`src/rtl/seg_display_driver.sv`:
```
// Shows an 8-bit unsigned count on a 3-digit common-anode multiplexed 7-segment display.
// A serial double-dabble converter feeds the display register; an independent scanner drives the pins.
module seg_display_driver #(
  parameter int unsigned SCAN_DIV = 50000
) (
  input  logic       clk,
  input  logic       rst,
  input  logic [7:0] value,
  output logic       busy,
  output logic [2:0] an,
  output logic [6:0] seg
);

  localparam int unsigned DW = (SCAN_DIV > 2) ? $clog2(SCAN_DIV) : 1;

  typedef enum logic [1:0] {IDLE, SHIFT, DONE} state_t;

  state_t      state_q;
  logic        busy_q;
  logic [7:0]  last_q;
  logic [7:0]  bin_q;
  logic [11:0] bcd_q;
  logic [11:0] bcd_adj;
  logic [2:0]  iter_q;
  logic [3:0]  hun_q;
  logic [3:0]  ten_q;
  logic [3:0]  one_q;

  logic [DW-1:0] div_q;
  logic          div_tc;
  logic [1:0]    idx_q;
  logic [1:0]    idx_d;
  logic [2:0]    an_q;
  logic [2:0]    an_d;
  logic [6:0]    seg_q;
  logic [6:0]    seg_d;

  function automatic logic [11:0] add3(input logic [11:0] b);
    logic [11:0] r;
    r = b;
    for (int unsigned i = 0; i < 3; i++) begin
      if (r[i*4 +: 4] >= 4'd5) r[i*4 +: 4] = r[i*4 +: 4] + 4'd3;
    end
    return r;
  endfunction

  function automatic logic [6:0] decode(input logic [3:0] d);
    logic [6:0] s;
    case (d)
      4'd0:    s = 7'b1000000;
      4'd1:    s = 7'b1111001;
      4'd2:    s = 7'b0100100;
      4'd3:    s = 7'b0110000;
      4'd4:    s = 7'b0011001;
      4'd5:    s = 7'b0010010;
      4'd6:    s = 7'b0000010;
      4'd7:    s = 7'b1111000;
      4'd8:    s = 7'b0000000;
      4'd9:    s = 7'b0010000;
      default: s = 7'b1111111;
    endcase
    return s;
  endfunction

  assign bcd_adj = add3(bcd_q);

  // Display digits only change in DONE, so the scanner never sees a half-converted value.
  always_ff @(posedge clk or posedge rst) begin
    if (rst) begin
      state_q <= IDLE;
      busy_q  <= 1'b0;
      last_q  <= '0;
      bin_q   <= '0;
      bcd_q   <= '0;
      iter_q  <= '0;
      hun_q   <= '0;
      ten_q   <= '0;
      one_q   <= '0;
    end else begin
      case (state_q)
        IDLE: begin
          if (value != last_q) begin
            bin_q   <= value;
            last_q  <= value;
            bcd_q   <= '0;
            iter_q  <= '0;
            busy_q  <= 1'b1;
            state_q <= SHIFT;
          end
        end
        SHIFT: begin
          {bcd_q, bin_q} <= {bcd_adj[10:0], bin_q, 1'b0};
          iter_q <= iter_q + 3'd1;
          if (iter_q == 3'd7) state_q <= DONE;
        end
        DONE: begin
          hun_q   <= bcd_q[11:8];
          ten_q   <= bcd_q[7:4];
          one_q   <= bcd_q[3:0];
          busy_q  <= 1'b0;
          state_q <= IDLE;
        end
        default: begin
          busy_q  <= 1'b0;
          state_q <= IDLE;
        end
      endcase
    end
  end

  always_comb begin
    div_tc = (div_q == DW'(SCAN_DIV - 1));
    idx_d  = idx_q;
    if (div_tc) idx_d = (idx_q == 2'd2) ? 2'd0 : idx_q + 2'd1;
  end

  // Outputs are computed from the next index so an and seg switch on the same edge as it.
  always_comb begin
    an_d  = 3'b111;
    seg_d = 7'b1111111;
    case (idx_d)
      2'd0: begin
        an_d  = 3'b110;
        seg_d = decode(one_q);
      end
      2'd1: begin
        an_d  = 3'b101;
        seg_d = (hun_q == 4'd0 && ten_q == 4'd0) ? 7'b1111111 : decode(ten_q);
      end
      2'd2: begin
        an_d  = 3'b011;
        seg_d = (hun_q == 4'd0) ? 7'b1111111 : decode(hun_q);
      end
      default: begin
        an_d  = 3'b111;
        seg_d = 7'b1111111;
      end
    endcase
  end

  always_ff @(posedge clk or posedge rst) begin
    if (rst) begin
      div_q <= '0;
      idx_q <= '0;
      an_q  <= 3'b110;
      seg_q <= 7'b1000000;
    end else begin
      div_q <= div_tc ? '0 : div_q + 1'b1;
      idx_q <= idx_d;
      an_q  <= an_d;
      seg_q <= seg_d;
    end
  end

  assign busy = busy_q;
  assign an   = an_q;
  assign seg  = seg_q;

endmodule
```
`config.mk`:
```
export PLATFORM = sky130hd
export DESIGN_NAME = seg_display_driver
export DESIGN_NICKNAME = d
export VERILOG_FILES = /design/src/rtl/seg_display_driver.sv
export SDC_FILE = /design/constraint.sdc
export NUM_CORES = 1
export LEC_CHECK = 0
export BUFFER_PORTS_ARGS = -buffer_cell sky130_fd_sc_hd__buf_2
export CAP_MARGIN = 10
export CORE_UTILIZATION = 55
export CTS_BUF_LIST = sky130_fd_sc_hd__clkbuf_2
export DETAILED_ROUTE_END_ITERATION = 10
export GPL_ROUTABILITY_DRIVEN = 0
export GPL_TIMING_DRIVEN = 0
export PLACE_DENSITY = 0.73
export SYNTH_ARGS = -nofsm -noshare
export SYNTH_HDL_FRONTEND = slang
export SYNTH_SLANG_ARGS = --single-unit
```
`constraint.sdc`:
```
create_clock -name clk -period 2.68 [get_ports clk]
set_input_delay 0.134 -clock clk [delete_from_list [all_inputs] [get_ports clk]]
set_output_delay 0.134 -clock clk [all_outputs]
set_load 0.01 [all_outputs]
```
---- Word-level counts from Yosys, hierarchy flattened ----
Memories as Yosys holds them, arrays and structs flattened.
Cells that the tools add are included.
operators by class
  equality and inequality tests ........... 10
  $add $sub $neg .......................... 6
  $lt $le $gt $ge ......................... 3
  reduce and logical (&&, ||, !) cells .... 10
  bitwise gates (word level) .............. 1
  mux-type cells .......................... 21
operator list
  cell                   number
  $pmux 12 s2            1
  $pmux 7 s3             1
  $add 16x1->16 const B  1
  $eq 16x16->1 const B   1
  $mux 16                1
  $pmux 8 s2             1
  $mux 7                 2
  $ge 4x3->1 const B     3
  $mux 12                1
  $pmux 3 s3             1
  $add 4x2->4 const B    2
  $logic_not 4->1        2
  $mux 2                 4
  $mux 4                 2
  $mux 8                 1
  $ne 8x8->1             1
  $reduce_and 2->1       4
  $eq 2x2->1 const B     3
  $mux 3                 2
  $pmux 3 s2             1
  $eq 2x1->1 const B     2
  $logic_not 2->1        2
  $ne 2x2->1 const B     2
  $pmux 2 s2             1
  other kinds (9)        9
word-level totals
  flip-flop bits (word level) ............. 74
  input port bits ......................... 10
  memories ................................ 3
  memory bits (read-only) ................. 336
  logic and storage cells ................. 67
memory list
  memory           words  width  rd ports  clocked after Yosys merged registers in  write ports  RTL line  source
  (no name shown)  16     7      1         0                                        0            49        case (d)
  (no name shown)  16     7      1         0                                        0            49
  (no name shown)  16     7      1         0                                        0            49

---- Depth between registers and ports, before layout ----
Gate-level depths: netlist of run 1.
  depth in word-level cells ............... 5
  depth in mapped cells ................... 7
  mapped depth without buffers ............ 7

---- Least setup slack after synthesis of run 1 ----
No wires, ideal clock.
  path type ............................... reg2reg
  start ................................... register div_q[0]
  end ..................................... register seg_q[3], in the netlist seg[3]
  data arrival time ....................... 1.735 ns
  path buffers ............................ 1
  data required time ...................... 2.549 ns
  path slack .............................. 0.813 ns
  stages on the path, launching flop included .. 8
  path through ............................ dfrtp_1 ha_1 and3_1 and4_1 buf_6 mux2i_2 a32o_1 or3_1
between the ends
  word-level cells in the longest chain between the ends .. 4
ends and longest elaborated chain
  what                                      RTL line  source
  from (decl)                               29        logic [DW-1:0] div_q;
  from (signal assigned)                    148       div_q <= div_tc ? '0 : div_q + 1'b1;
  $eq 16x16->1 (*)                          112       div_tc = (div_q == DW'(SCAN_DIV - 1));
  $mux 2 (*)                                114       if (div_tc) idx_d = (idx_q == 2'd2) ? 2'd0 : idx_q + 2'd1;
  $eq 2x2->1, or another cell as far along  121       case (idx_d)
  $pmux 7 s3 (*)                            121
  net seg_d[3]                              36        logic [6:0] seg_d;
  to (signal assigned)                      151       seg_q <= seg_d;
  to (decl)                                 35        logic [6:0] seg_q;
Mark *: on every way through the listed nets, which the timed path passes. The rest lies on a longest branch.
A chain may end at the register's enable or synchronous reset.

---- Final worst setup path of run 1 ----
  start ................................... register div_q[13]
  end ..................................... register seg_q[3], in the netlist seg[3]
The elaborated chain is that of the path after synthesis.

==> impl_metrics.csv, run 1 <==
group,metric,value,unit
run_status,status,"finished clean",
clock_tree,cts_max_level,3,
routing,vias_per_cell,5.66,
die,die_x,88.6,um
pwr,seqPwrFrac,38.9,%
critical_path,crit_type,"flip-flop to flip-flop",
global_routing,grt.total_usage,23.8,%
routing,drtPass1Iterations,5,
flow_run,drv_cap,0,
yosys,synth.area.mux_share,2.79,%
global_routing,grt_pass1_vias,3079,
clock_tree,cts_tree,"yes",
sta,final-hold-violation-count,0,
global_routing,grt_max_degree,75,
placement,place_area,0.00436,mm2
pwr,leakagePower,2.16,nW
yosys,yosys.cell_types.count,48,
die,core-area,0.00725,mm2
global_routing,antenna_found_initial,0,
die,die_h,88.6,um
sta,max_freq,438,MHz
routing,wl,8450,um
sta,fin_setup_tns,0,ps
final_layout,fin_area,0.00458,mm2
pwr,p_switching,1.84,mW
yosys,synthCells,433,
critical_path,setup.worst_path.start_class,"flip-flop",
yosys,yosysSeqAreaShare,44.9,%
global_routing,gr-total-overflow,0,
sta,period_minus_slack,2290,ps
sta,fin_skew,31.9,ps
placement,io_buffers,20,
pwr,intPower,2.67,mW
routing,drtAntennaViolNets,0,
critical_path,critPathMaxStageDelay,500,ps
sta,fin_crit_sh,85.3,%
final_layout,nets,508,
min_path,hp-class,"primary input to async pin",
clock_tree,max-clock-path-buffers,2,
yosys,synth_seq_cells,74,
pwr,clockPowerShare,15.9,%
critical_path,cp_max_fo,10,
yosys,synth_adder_area_share,7.58,%
yosys,syn-num-nets,468,
pwr,p_comb_share,45.2,%
critical_path,path_buf_inv,1,
clock_tree,cts-root-buf,"clkbuf_2",
pwr,p_total,4.51,mW
yosys,synth_edf_count,0,
yosys,synth_compound_area_share,16.0,%
sta,setup_slack,395,ps
clock_tree,cts_sinks,74,
die,start_util,56.9,%
routing,drc,0,
pwr,switching_share,40.7,%
die,die_area,0.00786,mm2
final_layout,n_antenna_cell,0,
critical_path,end_kind,"flip-flop",
sta,rsz0062_at_grt,"no",
final_layout,drive_gt1_share,11.9,%
clock_tree,worstSkewPairLatency,520,ps
final_layout,final_util,63.1,%
yosys,async_flop_share,100,%
final_layout,area_delta_synth_final,10.9,%
placement,dp_hpwl,5960,um
critical_path,cp.arrival,2700,ps
critical_path,critPathSlowestCell,"nor4bb_1",
yosys,yosys.area_share.xor_xnor,5.73,%
critical_path,path_delay_family,"simple AND/OR/NAND/NOR gates",
pwr,peakVddDrop,0.464,mV
global_routing,grt_pass1_wl,14300,um
yosys,avgSynthCellArea,9.54,um2
clock_tree,cts.clk_slew.worst_paths,210,ps
placement,dp_slack,484,ps
routing,drt-wirelength-per-cell,14.6,um
yosys,synth-simple-area-share,18.3,%
sta,setup_violations,0,
routing,num_vias,3264,
yosys,netlist_area,0.00413,mm2
die,rows,31,
sta,slew_headroom,40.7,%
sta,maxSlewViolCount,0,
routing,drt-initial-drc-count,175,
pwr,powerDensity,985,mW/mm2
yosys,ys.flop_type,"dfrtp_1",
critical_path,crit_required,3100,ps
critical_path,path_cells,"nor4bb_1, nand4_1, clkbuf_1, o2111ai_1, o31ai_1, or3_1",
clock_tree,cts_made_buffers,9,
clock_tree,cts_resized,0,
yosys,yosysWarnings,0,
yosys,synth_top_family_by_area,"simple AND/OR/NAND/NOR gates",
die,ios,21,
sta,worst_pin_slew,889,ps
-- power groups by stage --
stage,clock network [mW],logic (mW),registers (mW)
floorplan,0,1.54,1.74
global placement,0,1.95,1.76
detailed placement,0,2.01,1.78
CTS,0.737,2.03,1.75
global route,0.780,2.32,1.82
finish,0.717,2.04,1.76
-- Yosys cell counts (2+ instances only) --
cell        n  area [um2]
o221ai_1    2        17.5
nand3_1    24         120
ha_1       25         313
a21oi_1    20         100
a22oi_1     2        15.0
dfrtp_1    71        1780
o211ai_1    5        37.5
o21ai_0    33         165
a21o_1     10        75.1
clkbuf_1   20        75.1
nand2_1    32         120
inv_1      27         101
nor2b_1     4        25.0
nand4_1     8        50.1
and3_1      7        43.8
nor4bb_1    2        20.0
mux2_2      9         101
xor2_1     12         105
o2bb2ai_1   2        17.5
nor3b_1     3        22.5
nor4b_1     3        26.3
a221o_1     8        80.1
a211o_1     3        26.3
o21bai_1    4        30.0
nor3_1      6        30.0
or3b_2      2        17.5
o21ai_1     2        10.0
nor2_1     33         124
and2_1      3        18.8
or3_1       2        12.5
xnor2_1    15         131
nand2b_1   12        75.1
dfstp_2     3        78.8
o31ai_1     5        37.5
-- worst min-delay path, cell delays in order --
cell and delay (ps):
dlygate4sd3_1 530, buf_2 130, inv_4 640
-- worst paths after layout --
path,from,to,slack [ps],depth (start not counted)
setup reg to reg,div_q[13],seg[3],390,6
min in group clk,value[0],last_q[0],430,4
hold reg to reg,div_q[0],div_q[0],500,1
setup / recovery,div_q[13],seg[3],390,6
max in group asynchronous,rst,div_q[8],1760,3
hold / removal,rst,bcd_q[11],320,3
-- layout by cell type, fill, tap and decap left out, types with 5 or more instances in the layout --
cell / instances
nor2_1: 33
buf_2: 21
a21o_1: 10
a221o_1: 8
ha_1: 25
dfrtp_1: 71
nand2_1: 32
nand3_1: 24
dlygate4sd3_1: 9
o21ai_0: 33
mux2_2: 9
o211ai_1: 5
nor3_1: 6
and3_1: 7
inv_1: 26
xnor2_1: 15
a21oi_1: 20
clkbuf_2: 11
nand4_1: 8
clkbuf_1: 20
o31ai_1: 5
nand2b_1: 12
xor2_1: 12
-- flip-flops by register name, indices dropped and copies added (netlist names) --
signal and count:
bin_q 8, ten_q 4, iter_q 3, idx_q 2, busy 1, bcd_q 12, hun_q 4, seg 7
an 3, state_q 2, div_q 16, last_q 8, one_q 4
-- layer usage --
metal	share of wire (%)	vias to the layer above	wire (um)	track usage, %
met5	0	-	0	0
met4	2.7	0	225	9.97
met3	4.1	20	348	3.92
met2	48	96	4070	39.4
met1	45	1554	3810	30.9
li1	-	1594	-	-
-- final cells by class --
| cell class | count | area, um2 |
|---|---|---|
| sequential | 74 | 1860 |
| multi-input combinational | 310 | 2080 |
| tap | 99 | 124 |
| timing repair buffer | 29 | 190 |
| clock buffer | 11 | 55.1 |
| buffer | 22 | 91.3 |
| inverter | 27 | 104 |
| fill | 618 | 2670 |
| clock inverter | 5 | 78.8 |
-- cells by family (layout without fill, tap and decap cells) --
group	count (synthesis)	after routing
buffers and inverters	49	94
flip-flops	74	74
AND/OR/NAND/NOR	146	146
AO/OA/AOI/OAI	102	102
multiplexers	10	10
XOR/XNOR	27	27
adder cells (fa/ha/maj)	25	25
-- per-stage QoR --
step,std cells,hold slack [ps]
after floorplan,433,295
after global placement,552,426
after detailed placement,552,392
after CTS,577,324
after global routing,577,373
final,577,324
-- timing repair --
action                    in CTS  in global routing
hold endpoints to repair      83                  0
buffers inserted               0                  0
hold buffers                   9                  0
No activity file was read; power rests on OpenSTA's default activity.
==> inputs of run 2 (changes only) <==
--- a/config.mk
+++ b/config.mk
@@ -8,10 +8,13 @@
 export BUFFER_PORTS_ARGS = -buffer_cell sky130_fd_sc_hd__buf_2
 export CAP_MARGIN = 10
-export CORE_UTILIZATION = 55
+export CELL_PAD_IN_SITES_DETAIL_PLACEMENT = 0
+export CELL_PAD_IN_SITES_GLOBAL_PLACEMENT = 1
+export CORE_MARGIN = 2
+export CORE_UTILIZATION = 50
 export CTS_BUF_LIST = sky130_fd_sc_hd__clkbuf_2
 export DETAILED_ROUTE_END_ITERATION = 10
 export GPL_ROUTABILITY_DRIVEN = 0
 export GPL_TIMING_DRIVEN = 0
-export PLACE_DENSITY = 0.73
+export PLACE_DENSITY_LB_ADDON = 0.1
 export SYNTH_ARGS = -nofsm -noshare
 export SYNTH_HDL_FRONTEND = slang
==> constraint.sdc (replaced) <==
create_clock -name clk -period 2.68 [get_ports clk]
set_input_delay 0.536 -clock clk [delete_from_list [all_inputs] [get_ports clk]]
set_output_delay 0.536 -clock clk [all_outputs]
set_load 0.01 [all_outputs]
==> impl_metrics.csv, run 2 (same netlist as run 1, synthesis figures left out) <==
group,metric,value,unit
run_status,status,"finished clean",
critical_path,end_kind,"flip-flop",
sta,maxSlewViolCount,0,
min_path,min_from,"value[0]",
critical_path,r2r-start,"div_q[12]",
die,die_h,94.9,um
sta,rsz0062_at_grt,"no",
critical_path,r2r_cells,6,
die,start_util,51.0,%
global_routing,grtUsageMet3,4.31,%
global_routing,use_met1,28.7,%
routing,num_vias,3189,
critical_path,startpoint,"div_q[12]",
die,die_x,94.9,um
sta,slew_headroom,56.3,%
sta,max_freq,418,MHz
clock_tree,worstSkewPairLatency,510,ps
clock_tree,cts_tree,"yes",
sta,period_minus_slack,2390,ps
final_layout,nets,501,
final_layout,drive_gt1_share,11.7,%
sta,worst_pin_slew,655,ps
pwr,powerDensity,993,mW/mm2
final_layout,fin_area,0.00453,mm2
clock_tree,cts-root-buf,"clkbuf_2",
pwr,leakagePower,2.13,nW
sta,final-hold-violation-count,0,
global_routing,grt_pass1_vias,2980,
flow_run,drv_cap,0,
global_routing,gr-total-overflow,0,
critical_path,crit_required,3100,ps
critical_path,rrSetupSlack,290,ps
global_routing,grt.total_usage,21.3,%
global_routing,grt_max_degree,52,
final_layout,top_regs,"div_q: 16 flops, bcd_q: 12 flops",
placement,place_area,0.00439,mm2
die,die_area,0.00900,mm2
clock_tree,cts.clk_slew.worst_paths,210,ps
routing,drt-wirelength-per-cell,15.3,um
sta,setup_violations,0,
die,ios,21,
clock_tree,cts_sinks,74,
global_routing,use_met2,33.9,%
final_layout,final_cell_mix,"71 x dfrtp_1, 33 x o21ai_0, 33 x nor2_1, 32 x nand2_1, 26 x inv_1",
critical_path,cp.arrival,2810,ps
global_routing,antenna_found_initial,0,
critical_path,r2r_end,"seg[3]",
routing,drt-initial-drc-count,151,
critical_path,cp_max_fo,10,
routing,vias_per_cell,5.54,
die,core-area,0.00809,mm2
final_layout,n_antenna_cell,0,
die,rows,33,
routing,drtPass1Iterations,4,
routing,drtAntennaViolNets,0,
clock_tree,postCtsSetupBuffers,0,
placement,dp_hpwl,6360,um
final_layout,largest_reg_flops,16,
clock_tree,cts_made_buffers,9,
sta,fin_crit_sh,89.2,%
clock_tree,cts_max_level,3,
pwr,p_total,4.50,mW
min_path,hp-class,"primary input to flip-flop",
critical_path,crit_end,"seg[3]",
critical_path,setup.worst_path.start_class,"flip-flop",
final_layout,area_delta_synth_final,9.70,%
pwr,peakVddDrop,0.458,mV
final_layout,final_common_cell,"dfrtp_1",
critical_path,crit_type,"flip-flop to flip-flop",
sta,fin_skew,22.0,ps
final_layout,top_register,"div_q",
placement,io_buffers,20,
clock_tree,max-clock-path-buffers,2,
global_routing,grt_pass1_wl,14700,um
routing,drc,0,
global_routing,grt.busiest_layer,"met2",
routing,wl,8800,um
[run 2: cell count changes in the layout (fill, tap and decap cells not counted), sizes merged]
cell         before  now
clkinvlp          0    1
clkinv            3    4
dlygate4sd3       9    1
buf              22   23
clkbuf           31   29
[run 2: per-layer routing]
| layer | share of wire (%) | vias up |
|---|---|---|
| li1 | - | 1589 |
| met5 | 0 | - |
| met3 | 3.5 | 13 |
| met1 | 48 | 1529 |
| met2 | 47 | 58 |
| met4 | 1.8 | 0 |
[run 2: area by class of cell]
cell class / instances / area (um2)
Inverter: 27 / 104
Multi-Input combinational cell: 310 / 2080
Tap cell: 105 / 131
Timing Repair Buffer: 22 / 138
Clock inverter: 7 / 83.8
Clock buffer: 9 / 45.0
Buffer: 22 / 91.3
Fill cell: 787 / 3560
Sequential cell: 74 / 1860
[run 2: per-stage QoR]
stage	util [%]	hold slack (ps)	setup TNS, ps	worst slack (ps)	cells
after detailed placement	54.3	481	0	362	559
after floorplan	-	440	0	267	433
final	56.0	281	0	290	576
after global routing	56.0	236	0	164	576
after global placement	53.9	468	-43160	-612	558
after CTS	56.0	232	0	339	576
[run 2: timing repair]
| action | CTS | global route |
|---|---|---|
| hold buffers | 1 | 0 |
| hold endpoints to repair | 20 | 0 |
| resized for setup | 0 | 0 |
[run 2: how the worst min path moves through the flow]
stage	to	slack (ps)	cells after the start
final	bin_q[0]	280	3
after global routing	bin_q[0]	240	3
after CTS	bin_q[0]	230	3
after detailed placement	div_q[10]	480	1
after global placement	bcd_q[0]	470	2
after floorplan	bcd_q[0]	440	2
[run 2: where the power goes]
| part | switching (mW) | leakage [nW] | total (mW) | internal (mW) |
|---|---|---|---|---|
| Sequential | 0.273 | 0.927 | 1.75 | 1.48 |
| Combinational | 1.17 | 1.13 | 2.05 | 0.877 |
| Clock | 0.404 | 0.0744 | 0.702 | 0.298 |
[run 2: worst max-delay path, cell delays in order (launching register included)]
cell and delay [ps]:
dfrtp_1 460, nor4bb_1 530, nand4_1 330, clkbuf_1 300, o2111ai_1 170, o31ai_1 120, or3_1 400
